`config.mk`:
```
export PLATFORM = sky130hd
export DESIGN_NAME = inv_shift_rows_stream
export DESIGN_NICKNAME = d
export VERILOG_FILES = /design/src/rtl/simd_aes_pkg.sv /design/src/rtl/shift_rows_col_sel.sv /design/src/rtl/inv_shift_rows_stream.sv
export SDC_FILE = /design/constraint.sdc
export NUM_CORES = 1
export LEC_CHECK = 0
export CORE_ASPECT_RATIO = 0.8
export CORE_MARGIN = 2
export CORE_UTILIZATION = 60
export CTS_BUF_LIST = sky130_fd_sc_hd__clkbuf_4
export DETAILED_ROUTE_END_ITERATION = 12
export HOLD_SLACK_MARGIN = 0.02
export PLACE_DENSITY_LB_ADDON = 0.2
export SETUP_SLACK_MARGIN = 0.4
export SYNTH_ARGS = -nofsm -noshare
export SYNTH_HDL_FRONTEND = slang
export SYNTH_SLANG_ARGS = --single-unit
```
`constraint.sdc`:
```
create_clock -name clk -period 3.88 [get_ports clk]
set_input_delay 0.776 -clock clk [delete_from_list [all_inputs] [get_ports clk]]
set_output_delay 0.776 -clock clk [all_outputs]
set_load 0.02 [all_outputs]
```
`src/rtl/simd_aes_pkg.sv`:
```
// -----------------------------------------------------------------------------
// simd_aes_pkg
// Shared types for the AES decrypt/encrypt datapath of the SIMD processor.
//   NB          : columns per AES state (and bytes per column)
//   byte_t      : one state byte
//   word_t      : one state column; byte[31:24] is row 0, byte[7:0] is row 3
//   state_t     : a full 128-bit state as NB column words
//   sr_state_e  : FILL/DRAIN phases of the word-serial ShiftRows units
// -----------------------------------------------------------------------------
package simd_aes_pkg;

    localparam int NB = 4;

    typedef logic [7:0]       byte_t;
    typedef logic [31:0]      word_t;
    typedef word_t [NB-1:0]   state_t;

    typedef enum logic {
        FILL  = 1'b0,
        DRAIN = 1'b1
    } sr_state_e;

    // Row r of a column word (row 0 sits in the most significant byte).
    function automatic byte_t get_row(input word_t w, input logic [1:0] r);
        return w[8*(3-int'(r)) +: 8];
    endfunction

endpackage

```
`src/rtl/shift_rows_col_sel.sv`:
```
// -----------------------------------------------------------------------------
// shift_rows_col_sel
// Combinational selector producing one output column of (Inv)ShiftRows from a
// fully buffered state.
//   state : buffered state, state[c] is input column c
//   col   : output column index
//   fwd   : 1 = forward ShiftRows  (row r taken from column col + r)
//           0 = inverse ShiftRows  (row r taken from column col - r)
//   word  : selected output column
// -----------------------------------------------------------------------------
module shift_rows_col_sel
    import simd_aes_pkg::*;
(
    input  state_t      state,
    input  logic [1:0]  col,
    input  logic        fwd,
    output word_t       word
);

    always_comb begin
        word = '0;
        for (int r = 0; r < NB; r++) begin
            // 2-bit index arithmetic gives the mod-4 column rotation for free.
            word[8*(NB-1-r) +: 8] =
                get_row(state[fwd ? (col + 2'(r)) : (col - 2'(r))], 2'(r));
        end
    end

endmodule

```
`src/rtl/inv_shift_rows_stream.sv`:
```
// -----------------------------------------------------------------------------
// inv_shift_rows_stream
// Word-serial AES InvShiftRows. Collects a 128-bit state as 4 column words,
// then emits the 4 shifted columns. Filling and draining never overlap, so a
// block takes at least 8 cycles.
//
// Handshake: a beat moves on a rising clk edge where valid && ready are both
// high; valid never depends on ready, and out_word/out_last hold steady while
// out_valid is high and out_ready is low.
//
// Ports:
//   clk, rst_n           clock, asynchronous active-low reset
//   in_valid/in_ready    input column stream handshake
//   in_word              input column (byte[31:24] = row 0 ... byte[7:0] = row 3)
//   out_valid/out_ready  output column stream handshake
//   out_word             output column, same byte layout (0 when out_valid=0)
//   out_last             high with output column 3 of a block
//   fwd                  (only with SHIFT_ROWS_DIR_SEL_EN) 1 = forward
//                        ShiftRows, sampled on the first beat of each block
//
// Build option: define SHIFT_ROWS_DIR_SEL_EN to add the fwd direction select;
// otherwise the block performs inverse ShiftRows only.
// -----------------------------------------------------------------------------
module inv_shift_rows_stream
    import simd_aes_pkg::*;
#(
    parameter int regSize = 32,   // column width, must be 8*vecSize
    parameter int vecSize = 4     // columns per state, fixed at 4 for AES
) (
    input  logic               clk,
    input  logic               rst_n,
    input  logic               in_valid,
    output logic               in_ready,
    input  logic [regSize-1:0] in_word,
    output logic               out_valid,
    input  logic               out_ready,
    output logic [regSize-1:0] out_word,
    output logic               out_last
`ifdef SHIFT_ROWS_DIR_SEL_EN
    ,
    input  logic               fwd
`endif
);

    localparam logic [1:0] LAST_IDX = 2'(vecSize - 1);

    sr_state_e  state_q;
    logic [1:0] wr_cnt;
    logic [1:0] rd_cnt;
    state_t     buf_q;
    logic       in_ready_q;
    logic       out_valid_q;
    logic       out_last_q;
    logic       dir;
    word_t      sel_word;

    logic accept;
    logic xfer;

    assign accept = in_valid && in_ready_q;
    assign xfer   = out_valid_q && out_ready;

`ifdef SHIFT_ROWS_DIR_SEL_EN
    logic dir_q;

    // Direction is latched with the first column so a block is never split
    // between two directions.
    always_ff @(posedge clk or negedge rst_n) begin
        if (!rst_n) begin
            dir_q <= 1'b0;
        end else if (state_q == FILL && accept && wr_cnt == 2'd0) begin
            dir_q <= fwd;
        end
    end

    assign dir = dir_q;
`else
    assign dir = 1'b0;
`endif

    // Control FSM. in_ready/out_valid/out_last are registered so they come
    // straight from flops; in_ready stays low during reset and rises on the
    // first edge after release.
    always_ff @(posedge clk or negedge rst_n) begin
        if (!rst_n) begin
            state_q     <= FILL;
            wr_cnt      <= 2'd0;
            rd_cnt      <= 2'd0;
            buf_q       <= '0;
            in_ready_q  <= 1'b0;
            out_valid_q <= 1'b0;
            out_last_q  <= 1'b0;
        end else begin
            case (state_q)
                FILL: begin
                    in_ready_q <= 1'b1;
                    if (accept) begin
                        buf_q[wr_cnt] <= word_t'(in_word);
                        wr_cnt        <= wr_cnt + 2'd1;
                        if (wr_cnt == LAST_IDX) begin
                            state_q     <= DRAIN;
                            rd_cnt      <= 2'd0;
                            in_ready_q  <= 1'b0;
                            out_valid_q <= 1'b1;
                            out_last_q  <= 1'b0;
                        end
                    end
                end
                DRAIN: begin
                    if (xfer) begin
                        rd_cnt     <= rd_cnt + 2'd1;
                        // Column 3 is next when column 2 leaves.
                        out_last_q <= (rd_cnt == LAST_IDX - 2'd1);
                        if (rd_cnt == LAST_IDX) begin
                            state_q     <= FILL;
                            wr_cnt      <= 2'd0;
                            in_ready_q  <= 1'b1;
                            out_valid_q <= 1'b0;
                            out_last_q  <= 1'b0;
                        end
                    end
                end
                default: begin
                    state_q     <= FILL;
                    in_ready_q  <= 1'b0;
                    out_valid_q <= 1'b0;
                    out_last_q  <= 1'b0;
                end
            endcase
        end
    end

    // Output column is a pure function of the buffer and rd_cnt, so there is
    // no combinational path from the input stream to the output stream.
    shift_rows_col_sel u_col_sel (
        .state (buf_q),
        .col   (rd_cnt),
        .fwd   (dir),
        .word  (sel_word)
    );

    assign in_ready  = in_ready_q;
    assign out_valid = out_valid_q;
    assign out_word  = out_valid_q ? regSize'(sel_word) : '0;
    assign out_last  = out_last_q;

endmodule

```
# ---- Yosys cells after proc, flatten, opt, wreduce, memory -nomap -nowiden
# Index checks and enable logic that the tools add are counted.
dict set report classes {
  n_addsub 5
  order_cmp 6
  n_eq_ne 7
  n_mux 40
  bitwise_logic 1
  n_reduce_logical 8
}
# op count
set op_table {}
lappend op_table {{32-bit binary-select mux with 2-bit select} 4}
lappend op_table {{128-bit bitwise mux} 1}
lappend op_table {{32-bit two-way mux} 3}
lappend op_table {{32-bit demux with 2-bit select} 1}
lappend op_table {{24-bit two-way mux} 1}
lappend op_table {{1-bit two-way mux} 16}
lappend op_table {{16-bit two-way mux} 1}
lappend op_table {{2-bit by 3-bit < comparator with 1-bit output, second input constant} 5}
lappend op_table {{2-bit two-way mux} 6}
lappend op_table {{8-bit two-way mux} 1}
lappend op_table {{1-bit one-hot mux with 2 select lines} 4}
lappend op_table {{2-bit one-hot mux with 2 select lines} 2}
lappend op_table {{2-bit equality test, second input constant} 3}
lappend op_table {{3-bit AND reduction} 2}
lappend op_table {{2-bit by 1-bit adder with 2-bit output, second input constant} 2}
lappend op_table {{2-bit by 1-bit != test with 1-bit output, second input constant} 2}
lappend op_table {{2-bit != test, second input constant} 2}
lappend op_table {{2-bit AND reduction} 2}
lappend op_table {{4-bit AND reduction} 1}
lappend op_table {{2-bit subtractor, second input constant} 2}
lappend op_table {{1-bit logical AND} 3}
lappend op_table {{2-bit by 1-bit greater-or-equal comparator with 1-bit output, second input constant} 1}
lappend op_table {{2-bit by 1-bit subtractor with 2-bit output, second input constant} 1}
lappend op_table {{1-bit NOT} 1}
dict set report totals {
  register_bits 136
  in_bits 36
}

# ---- Logic depth before layout (Yosys ltp)
dict set report logic_depth {
  depth_word 5
  ltp_mapped 8
  depth_no_buf 4
}

# ---- Modules after synthesis
# A second synthesis with hierarchy kept.
dict set report hier_totals {
  hier_cells 387
  area_unflattened_um2 6211.0
}
# module n_inst cells_each area_per_inst_um2 seq_area_each_um2
set by_module_without_submodules {}
lappend by_module_without_submodules {inv_shift_rows_stream 1 347 5373.9 3403.3}
lappend by_module_without_submodules {shift_rows_col_sel 1 40 837.1 0.0}

# ---- Least setup slack after synthesis
# OpenSTA, ideal clock, no wires.
dict set report synth_timing {
  path_type {flip-flop to output port}
  start {register rd_cnt[0]}
  end {output port out_word[16]}
  t_arrival_ps 1904
  t_required_ps 3104
  slack_ps 1200
  stages_incl_launch_ff 9
  n_path_buf 4
  cell_sequence {dfrtp_1 -> buf_4 -> buf_6 -> inv_1 -> ha_1 -> clkbuf_2 -> buf_2 -> mux4_2 -> and2_1}
}
dict set report synth_via {
  elab_chain_cells 4
}
# element line_no
set synth_lines {}
lappend synth_lines {{start, declared} inv_shift_rows_stream.sv:49} ;# logic [1:0] rd_cnt;
lappend synth_lines {{start signal, assigned} inv_shift_rows_stream.sv:111} ;# rd_cnt <= rd_cnt + 2'd1;
lappend synth_lines {{2-bit by 1-bit subtractor with 2-bit output} shift_rows_col_sel.sv:25} ;# get_row(state[fwd ? (col + 2'(r)) : (col - 2'(r))], 2'(r));
lappend synth_lines {{32-bit binary-select mux with 2-bit select} shift_rows_col_sel.sv:25}
lappend synth_lines {{24-bit two-way mux} shift_rows_col_sel.sv:25}
lappend synth_lines {{32-bit two-way mux} inv_shift_rows_stream.sv:144} ;# assign out_word = out_valid_q ? regSize'(sel_word) : '0;
lappend synth_lines {{end, declared} inv_shift_rows_stream.sv:37} ;# output logic [regSize-1:0] out_word,
# No other way between the ends. The select of a mux whose other input is x is not followed.

# ---- Final worst setup path
# Same ends and word-level chain as after synthesis.

==> flow_summary.toml <==
[run_status]
outcome = "complete, no violations"

[worst_setup_path]
timing.critical_path.arrival_ns = 2.58
worst-endpoint-required_ns = 3.10
path_max_fanout = 9
timing.critical_path.from_type = "flip-flop"
critical_path_class = "flip-flop to output port"
worstRegToRegCells = 4
cp-end-kind = "output port"

[floorplan]
rows = 33
ioPinCount = 71
standard_cell_core_area_um2 = 10100
dieWidth_um = 117
floorplan.die_area_um2 = 11100
die_h_um = 94.6
initial_utilization_pct = 60.8

[synthesis]
synthesis.area_per_instance_um2 = 15.9
yosys-top-cells-area = "sky130_fd_sc_hd__dfrtp_1 (55%), sky130_fd_sc_hd__mux2_2 (23%), sky130_fd_sc_hd__mux4_2 (12%)"
post_synth_inst_count = 388
mappedNetlistArea_um2 = 6150
synth.lib_cells_used.distinct = 19
synth-compound-area-share_pct = 0.630
post_synth_fa_ha_maj_area_fraction_pct = 1.22
total_of_flip_flops_plus_latches_after_synthesis = 136
part_of_the_yosys_area_used_for_sequential_elements_pct = 55.3
post_synth_xor_area_fraction_pct = 0.142
largest_family_of_logic_cells_by_synthesized_area = "multiplexers"
synth_largest_area_cell = "sky130_fd_sc_hd__dfrtp_1"
muxShareOfSynthArea_pct = 35.1
synth_fp_nets = 430
netlist.area_leader.share_pct = 55.3
synthSimpleGateAreaFrac_pct = 4.60
yosys_warnings = 0

[drt]
detail_route.vias_per_cell = 5.68
wl_met3_um = 405
routed_wirelength_um = 12000
detail_route.wl_per_cell_um = 19.5
vias = 3506
antenna_left = 0
detailroute.wirelength.met2_um = 6020
met1_wire_length_um = 5460
highest_layer = "met4"
remaining_routing_drc_violations = 0
first_pass_iters = 6
first_iter_violations = 181

[sta]
final_worst_path_cycle_share_pct = 86.6
fin_worst_skew_ns = 0.0130
setup_viol = 0
setup_slack_ns = 0.521
slew_violations = 0
rsz_0062_raised_after_global_routing = "false"
timing.final.hold_violations = 0
max_freq_mhz = 298
final.min_clock_period_ns = 3.36
worst_relative_slew_slack_pct = 37.8
finalSetupTns_ns = 0
max_slew.worst_pin.slew_ns = 0.934

[place]
pre_cts_ws_ns = 0.820
port_buffers = 70
dpl-instance-area_um2 = 6970
place_congestion = 0.747
hpwl_um = 7650

[grt]
antenna_found_initial = 0
grt_pass1_wl_um = 19800
via_count_of_the_first_global_routing_pass = 3826
gr-usage-all-layers_pct = 24.4
grt_start_max_net_pins = 105
gr-total-overflow = 0

[clock_network]
total_cts_buffers = 17
cts_root_buffer = "sky130_fd_sc_hd__clkbuf_4"
tritoncts = "built"
cts-htree-levels = 4
clk_transition_reported_paths_ns = 0.12
postCtsHoldBufs = 0
cts_setup_buffers = 0
clk-insertion-delay-late_ns = 0.52
max-clock-path-buffers = 2
sinks_on_clock_net = 136

[finish]
fin_area_um2 = 7350
fillerInstances = 663
layout-drive-gt1-share_pct = 43.8
antenna_cells_inserted = 0
syn2layout_area_growth_pct = 19.5
nets = 506

[power_and_ir_drop]
vdd_ir_drop_max_uv = 506
power_per_cell_area_nw_per_um2 = 912
p_leak_nw = 3.16

[flow_run]
maxCapViolations = 0

[min_path]
hold_class = "input pin to asynchronous set/reset pin"
==> where the power goes <==
part           switching [mW]  total, mW  internal, mW
logic                    1.29       3.12          1.83
registers               0.355       2.47          2.12
clock network           0.533       1.11         0.579
==> cells in the mapped netlist <==
library cell and n:
sky130_fd_sc_hd__and2_1 32, sky130_fd_sc_hd__and3b_2 1, sky130_fd_sc_hd__buf_2 5, sky130_fd_sc_hd__buf_4 11
sky130_fd_sc_hd__buf_6 3, sky130_fd_sc_hd__clkbuf_1 3, sky130_fd_sc_hd__clkbuf_2 2, sky130_fd_sc_hd__dfrtp_1 136
sky130_fd_sc_hd__ha_1 6, sky130_fd_sc_hd__inv_1 5, sky130_fd_sc_hd__mux2_2 128, sky130_fd_sc_hd__mux4_2 32
sky130_fd_sc_hd__nand2_1 9, sky130_fd_sc_hd__nand3_1 6, sky130_fd_sc_hd__nand4b_1 1, sky130_fd_sc_hd__o21a_1 1
sky130_fd_sc_hd__o21ai_0 5, sky130_fd_sc_hd__o22ai_1 1, sky130_fd_sc_hd__xnor2_1 1
==> critical path, stage by stage, from the launching register on <==
cell and delay (ns):
sky130_fd_sc_hd__dfrtp_2 0.40, sky130_fd_sc_hd__inv_1 0.07, sky130_fd_sc_hd__ha_4 0.37, sky130_fd_sc_hd__buf_6 0.19
sky130_fd_sc_hd__mux4_2 0.33, sky130_fd_sc_hd__and2_1 0.18, sky130_fd_sc_hd__clkdlybuf4s50_1 0.53
==> sequential cells by signal, summed over array words and instances, names as in the netlist <==
name and count:
rd_cnt 2, in_ready 1, out_last 1, buf_q 128
state_q 1, out_valid 1, wr_cnt 2
==> worst paths after layout <==
check | from | slack [ns] | end
worst max-delay path | rd_cnt[0] | 0.52 | out_word[16]
worst min-delay path | rst_n | 0.35 | wr_cnt[0]
worst max register to register | state_q | 1.91 | buf_q[57]
worst min register to register | buf_q[42] | 0.51 | buf_q[42]
max in group asynchronous | rst_n | 2.70 | buf_q[25]
min in group clk | buf_q[42] | 0.51 | buf_q[42]
==> kinds of logic after synthesis <==
| logic type | Yosys count |
|---|---|
| adders and majority gates | 6 |
| buffers and inverters | 29 |
| DFF | 136 |
| xor gates and xnor gates | 1 |
| AOI/OAI and AO/OA | 7 |
| and+or+nand+nor | 49 |
| muxes | 160 |
==> per-layer routing <==
layer  track usage (%)  vias up
li1                  -     1573
met1              33.7     1852
met2              38.2       69
met3              5.13       12
met4              9.61        0
met5                 0        -
==> per-stage QoR <==
stage | power (mW) | utilization (%) | hold slack, ns | cells
2_1_floorplan | 4.56 | - | 0.474 | 388
3_3_place_gp | 5.47 | 68.9 | 0.482 | 585
3_5_place_dp | 5.62 | 68.9 | 0.489 | 585
4_1_cts | 6.77 | 72.6 | 0.356 | 617
5_1_grt | 7.10 | 72.7 | 0.397 | 617
6_report | 6.70 | 72.7 | 0.349 | 617
==> cell usage in the layout, fill, tap and decap left out, types with 2 or more instances in the layout <==
master	synthesis	routed
sky130_fd_sc_hd__dfrtp_1	136	135
sky130_fd_sc_hd__mux2_2	128	128
sky130_fd_sc_hd__clkdlybuf4s50_1	0	67
sky130_fd_sc_hd__mux4_2	32	32
sky130_fd_sc_hd__and2_1	32	32
sky130_fd_sc_hd__clkbuf_4	0	17
sky130_fd_sc_hd__buf_4	11	8
sky130_fd_sc_hd__nand3_1	6	6
sky130_fd_sc_hd__nand2_1	9	6
sky130_fd_sc_hd__inv_1	5	5
sky130_fd_sc_hd__o21ai_0	5	5
sky130_fd_sc_hd__ha_1	6	5
sky130_fd_sc_hd__bufinv_16	0	5
sky130_fd_sc_hd__nand2_2	0	3
sky130_fd_sc_hd__inv_6	0	3
sky130_fd_sc_hd__clkinv_2	0	2
sky130_fd_sc_hd__clkinvlp_4	0	2
sky130_fd_sc_hd__clkinv_4	0	2
sky130_fd_sc_hd__buf_6	3	2
sky130_fd_sc_hd__dlymetal6s2s_1	0	2
==> layout make-up <==
cell class              count  area (um2)  area share (%)
flip-flops and latches    136        3400            46.3
clock inverters            15         223            3.03
well taps                 140         175            2.38
multi-input cells         223        2590            35.2
repair buffers             81         813            11.1
clock buffers              17         128            1.74
inverters                   5        18.8           0.255
==> repair_timing <==
item | CTS | global route
endpoints found under the setup margin | 32 | 6
hold endpoints to repair | 0 | 0
cloned | 0 | 0
resized for setup | 4 | 3
Power figures use the tool's default switching activity.
